`src/rtl/bin_to_bcd_seq_pkg.sv`:
```
// Shared definitions for the sequential binary-to-BCD converter.
//   DISP_DATA_W : width of the display driver's data word
//   NIBBLE_OVF  : nibble value shown on every digit when the input overflows
//   state_t     : converter FSM encoding (IDLE / SHIFT / DONE)
//   pow10()     : constant function, 10**n, used for the overflow threshold
package bin_to_bcd_seq_pkg;

  localparam int DISP_DATA_W = 32;
  localparam logic [3:0] NIBBLE_OVF = 4'hF;

  typedef enum logic [1:0] {
    IDLE  = 2'd0,
    SHIFT = 2'd1,
    DONE  = 2'd2
  } state_t;

  function automatic logic [63:0] pow10(input int n);
    logic [63:0] r;
    r = 64'd1;
    for (int i = 0; i < n; i++) begin
      r = r * 64'd10;
    end
    return r;
  endfunction

endpackage

```
`src/rtl/bcd_nibble_adj.sv`:
```
// Double-dabble digit correction: a BCD nibble of 5 or more gets +3 so that
// the following left shift carries correctly into the next decimal digit.
//   din_i  : current BCD digit (0..9 in normal operation)
//   dout_o : corrected digit, din_i >= 5 ? din_i + 3 : din_i
module bcd_nibble_adj (
  input  logic [3:0] din_i,
  output logic [3:0] dout_o
);

  always_comb begin
    dout_o = din_i;
    if (din_i >= 4'd5) begin
      dout_o = din_i + 4'd3;
    end
  end

endmodule

```
`src/rtl/bin_to_bcd_seq.sv`:
```
// Sequential binary-to-BCD converter (shift-and-add-3), one input bit per clock.
// Feeds the 4-digit 7-segment driver; the output word only changes when a
// conversion completes, so the display never sees partial results.
//   clk      : system clock, all state on rising edge
//   reset    : synchronous active-high reset, discards any conversion in flight
//   in_valid : bin_in valid; accepted when in_valid && in_ready
//   in_ready : high only while idle
//   bin_in   : unsigned binary value to convert
//   bcd_data : digit k in bits [4k+3:4k]; all 0xF on overflow; unused upper bits 0
//   overflow : last accepted value was >= 10**DIGITS
//   done     : one-cycle pulse, coincident with the bcd_data/overflow update
module bin_to_bcd_seq
  import bin_to_bcd_seq_pkg::*;
#(
  parameter int IN_W   = 16,
  parameter int DIGITS = 4
) (
  input  logic                   clk,
  input  logic                   reset,
  input  logic                   in_valid,
  output logic                   in_ready,
  input  logic [IN_W-1:0]        bin_in,
  output logic [DISP_DATA_W-1:0] bcd_data,
  output logic                   overflow,
  output logic                   done
);

  localparam int WORK_W = 4 * DIGITS;
  localparam int CNT_W  = $clog2(IN_W + 1);
  localparam logic [CNT_W-1:0] CNT_LOAD = CNT_W'(IN_W);
  localparam logic [63:0] OVF_LIMIT = pow10(DIGITS);

  state_t                   state_q, state_d;
  logic [IN_W-1:0]          shift_q, shift_d;
  logic [WORK_W-1:0]        work_q, work_d;
  logic [CNT_W-1:0]         cnt_q, cnt_d;
  logic                     ovf_pend_q, ovf_pend_d;
  logic [DISP_DATA_W-1:0]   bcd_data_q, bcd_data_d;
  logic                     overflow_q, overflow_d;
  logic                     done_q, done_d;

  // Work register after the per-digit add-3 correction. Each nibble is
  // corrected independently; no carry crosses a digit boundary.
  logic [WORK_W-1:0]        work_adj;
  logic [WORK_W+IN_W-1:0]   cat_shift;

  for (genvar gi = 0; gi < DIGITS; gi++) begin : g_adj
    bcd_nibble_adj u_adj (
      .din_i  (work_q[4*gi +: 4]),
      .dout_o (work_adj[4*gi +: 4])
    );
  end

  // {work, shift} moves left as one register: the shift MSB enters the work LSB.
  assign cat_shift = {work_adj, shift_q} << 1;

  always_ff @(posedge clk) begin
    if (reset) begin
      state_q    <= IDLE;
      shift_q    <= '0;
      work_q     <= '0;
      cnt_q      <= '0;
      ovf_pend_q <= 1'b0;
      bcd_data_q <= '0;
      overflow_q <= 1'b0;
      done_q     <= 1'b0;
    end else begin
      state_q    <= state_d;
      shift_q    <= shift_d;
      work_q     <= work_d;
      cnt_q      <= cnt_d;
      ovf_pend_q <= ovf_pend_d;
      bcd_data_q <= bcd_data_d;
      overflow_q <= overflow_d;
      done_q     <= done_d;
    end
  end

  always_comb begin
    state_d    = state_q;
    shift_d    = shift_q;
    work_d     = work_q;
    cnt_d      = cnt_q;
    ovf_pend_d = ovf_pend_q;
    bcd_data_d = bcd_data_q;
    overflow_d = overflow_q;
    done_d     = 1'b0;

    case (state_q)
      IDLE: begin
        if (in_valid) begin
          shift_d    = bin_in;
          work_d     = '0;
          cnt_d      = CNT_LOAD;
          // Decided up front from the raw input: an out-of-range value is
          // shown as all-F rather than as a truncated decimal.
          ovf_pend_d = (64'(bin_in) >= OVF_LIMIT);
          state_d    = SHIFT;
        end
      end

      SHIFT: begin
        work_d  = cat_shift[WORK_W+IN_W-1:IN_W];
        shift_d = cat_shift[IN_W-1:0];
        cnt_d   = cnt_q - 1'b1;
        if (cnt_q == CNT_W'(1)) begin
          state_d = DONE;
        end
      end

      DONE: begin
        bcd_data_d = '0;
        bcd_data_d[WORK_W-1:0] = ovf_pend_q ? {DIGITS{NIBBLE_OVF}} : work_q;
        overflow_d = ovf_pend_q;
        done_d     = 1'b1;
        state_d    = IDLE;
      end

      default: begin
        state_d = IDLE;
      end
    endcase
  end

  assign in_ready = (state_q == IDLE);
  assign bcd_data = bcd_data_q;
  assign overflow = overflow_q;
  assign done     = done_q;

endmodule

```
`config.mk`:
```
export PLATFORM = sky130hd
export DESIGN_NAME = bin_to_bcd_seq
export DESIGN_NICKNAME = d
export VERILOG_FILES = /design/src/rtl/bin_to_bcd_seq_pkg.sv /design/src/rtl/bcd_nibble_adj.sv /design/src/rtl/bin_to_bcd_seq.sv
export SDC_FILE = /design/constraint.sdc
export NUM_CORES = 1
export LEC_CHECK = 0
export ABC_AREA = 1
export BUFFER_PORTS_ARGS = -buffer_cell sky130_fd_sc_hd__buf_2
export CAP_MARGIN = 20
export CORE_ASPECT_RATIO = 0.8
export CORE_MARGIN = 2
export CORE_UTILIZATION = 49
export CTS_CLUSTER_DIAMETER = 200
export DETAILED_ROUTE_END_ITERATION = 8
export PLACE_DENSITY = 0.75
export SLEW_MARGIN = 40
export SYNTH_ARGS = -nofsm -noshare
export SYNTH_HDL_FRONTEND = slang
export SYNTH_SLANG_ARGS = --single-unit
```
`constraint.sdc`:
```
create_clock -name clk -period 1.2 [get_ports clk]
set_input_delay 0.06 -clock clk [delete_from_list [all_inputs] [get_ports clk]]
set_output_delay 0.06 -clock clk [all_outputs]
set_load 0.02 [all_outputs]
```
==> reports/results.tsv <==
stage	metric	value	unit
logic_synthesis	ys_top_cells_by_area	dfxtp_1 (42%), nand2_1 (10%), a21oi_1 (8.3%)	
floorplanning	dieArea	0.00630	mm²
logic_synthesis	synth_top_area_share	41.7	%
logic_synthesis	yosys-top-cells-count	nand2_1 (76), dfxtp_1 (58), a21oi_1 (46)	
floorplanning	ios	54	
detailed_routing	wire_per_inst	13.8	µm
timing	rsz0062_at_grt	true	
global_routing	grt.overflow.total	0	
global_routing	grt_pass1_vias	2563	
logic_synthesis	syn_area	0.00278	mm²
final_layout	area_delta_synth_final	32.4	%
detailed_routing	ant_nets	0	
logic_synthesis	synth_edf_count	0	
logic_synthesis	syn_inst	381	
final_layout	layoutNonFillerInstCount	533	
clock_tree	clockBufferDepth	2	
placement	dp_cells	510	
flow_run	max_cap_viol_count	0	
timing	tns	0	ps
logic_synthesis	ys.flop_type	dfxtp_1	
pwr	irDropWorstVdd	736	µV
timing	setup_viol	0	
worst_setup_path	end_kind	flop	
timing	drv_slew	0	
worst_setup_path	critPathArrivalTime	1460	ps
floorplanning	start_util	50.9	%
clock_tree	cts_tree	yes	
placement	dpl.hpwl	4410	µm
global_routing	antenna_found_initial	0	
logic_synthesis	yosys_warnings	0	
logic_synthesis	synthArstFlopShare	0	%
placement	port_buffers	37	
detailed_routing	vias	2821	
timing	fmax	853	MHz
pwr	p_leak	1.69	nW
min_path	hold_class	in -> reg	
placement	pre_cts_ws	-97.4	ps
clock_tree	cts_buffers	9	
clock_tree	htreeDepth	3	
global_routing	grt_pass1_wl	11200	µm
timing	period_minus_slack	1170	ps
floorplanning	fp.dieH	71.4	µm
logic_synthesis	synth_seq_cells	58	
detailed_routing	initialDrtViolationCount	188	
final_layout	drive_gt1_share	32.1	%
floorplanning	coreArea	0.00547	mm²
timing	hold_viol_final	0	
timing	post-route-period-util	97.7	%
floorplanning	die_width	88.3	µm
final_layout	diodes	0	
pwr	pwr_density_cell	1240	mW/mm²
detailed_routing	drtPass1Iterations	5	
worst_setup_path	cp_max_fo	5	
worst_setup_path	worst-setup-path-type	reg -> reg	
logic_synthesis	syn_area_per_cell	7.31	µm²
placement	gp_congestion	0.835	
clock_tree	clk_pin_slew	70	ps
global_routing	grt_max_degree	33	
final_layout	utilization	67.5	%
logic_synthesis	synth.distinct_cells	25	
status	status	finished, final reports clean	
timing	finalWorstSetupSlack	27.6	ps
clock_tree	numClockSinks	58	
clock_tree	root_buffer	clkbuf_8	
global_routing	grt_usage	22.6	%
timing	hold_ws	31.2	ps
final_layout	nets	480	
logic_synthesis	seq_area_frac_synth	41.7	%
detailed_routing	drc	0	
worst_setup_path	worst_setup_path_start_kind	flop	
clock_tree	clock_latency	330	ps
worst_setup_path	crit_required	1480	ps
detailed_routing	vias_per_cell	5.29	
logic_synthesis	yosysMostFrequentCell	nand2_1	
floorplanning	rows	24	
logic_synthesis	synth_top_area_cell	dfxtp_1	
detailed_routing	routed_wl	7350	µm
timing	fin_skew	6.18	ps
==> sequential cells by signal, indices dropped and copies added, names as in the netlist <==
name,count
bcd_data,16
cnt_q,5
state_q,2
done,1
overflow,1
shift_q,16
work_q,16
ovf_pend_q,1
==> worst max-delay path, cell delays in order (launching register included) <==
cell	delay [ps]
dfxtp_4	390
inv_4	40
nor2_4	90
buf_4	150
buf_6	120
nand4_1	100
nand3_1	110
nand2_1	70
inv_1	60
==> cell usage in the layout, fill, tap and decap left out, types with 2 or more instances in the layout <==
| cell type | instances |
|---|---|
| nor2_2 | 2 |
| dfxtp_1 | 49 |
| dfxtp_4 | 4 |
| buf_4 | 27 |
| ha_1 | 3 |
| nand3_1 | 18 |
| o21ai_0 | 25 |
| buf_2 | 38 |
| nor2_1 | 21 |
| nor3_1 | 3 |
| a21oi_1 | 43 |
| nand3_4 | 2 |
| inv_2 | 5 |
| ha_2 | 4 |
| o21ai_1 | 3 |
| nand3_2 | 4 |
| a21oi_2 | 3 |
| buf_6 | 7 |
| nand2_2 | 10 |
| dfxtp_2 | 5 |
| inv_4 | 7 |
| nor2_4 | 3 |
| o211ai_1 | 16 |
| ha_4 | 3 |
| nand2_1 | 63 |
| inv_1 | 34 |
| nand4_1 | 10 |
| nand2_4 | 3 |
| clkbuf_8 | 12 |
| conb_1 | 16 |
| buf_12 | 3 |
==> stage by stage <==
stage / area, µm² / power, mW
2_1_floorplan: 2840 / 2.53
3_3_place_gp: 3200 / 2.67
3_5_place_dp: 3200 / 2.69
4_1_cts: 3450 / 4.54
5_1_grt: 3690 / 4.79
6_report: 3690 / 4.59
==> worst paths after layout <==
kind | start | end | slack [ps] | cells after the start
setup / recovery | state_q[0]$_SDFFE_PP0P_ | cnt_q[4]$_SDFFE_PP0P_ | 30 | 8
hold / removal | bin_in[9] | ovf_pend_q$_SDFFE_PP0P_ | 30 | 3
setup reg to reg | state_q[0]$_SDFFE_PP0P_ | cnt_q[4]$_SDFFE_PP0P_ | 30 | 8
hold reg to reg | shift_q[15]$_SDFFE_PP0P_ | work_q[0]$_SDFFE_PP0P_ | 450 | 2
==> kinds of logic (layout without fill, tap and decap cells) <==
kind of cell / after synthesis / in the layout / synth area share, %
other: 1 / 16 / 0.135
flip-flops: 58 / 58 / 41.7
buffers and inverters: 78 / 137 / 13.3
adder cells (fa/ha/maj): 10 / 10 / 4.49
AO/OA/AOI/OAI: 93 / 93 / 18.5
AND/OR/NAND/NOR: 141 / 141 / 21.9
==> power by group <==
| group | internal [mW] | switching (mW) | leakage, nW |
|---|---|---|---|
| registers | 2.02 | 0.0522 | 0.478 |
| clock network | 1.11 | 0.736 | 0.106 |
| logic | 0.261 | 0.408 | 1.11 |
| total | 3.39 | 1.20 | 1.69 |
==> cell type report <==
type	count	area, µm²
Multi-Input combinational cell	260	1470
Fill cell	451	1780
Clock buffer	13	169
Tap cell	78	97.6
Clock inverter	2	35.0
Timing Repair Buffer	76	542
Inverter	46	190
Sequential cell	58	1180
==> metal layers <==
layer  GRT usage [%]  vias up  part of all wire (%)
met5               0        -                     0
met4            6.90        0                   2.0
met3            7.60       18                   6.0
met2            39.3      107                    50
met1            26.3     1331                    42
li1                -     1365                     -
==> timing repair <==
action                     in CTS  in global routing
hold buffers                    1                  0
setup endpoints to repair      15                 33
hold endpoints to repair        1                  0
pin swaps                       0                 21
buffers inserted                1                  4
cloned                          0                  2
resized for setup              13                 66
Power figures use the tool's default switching activity.
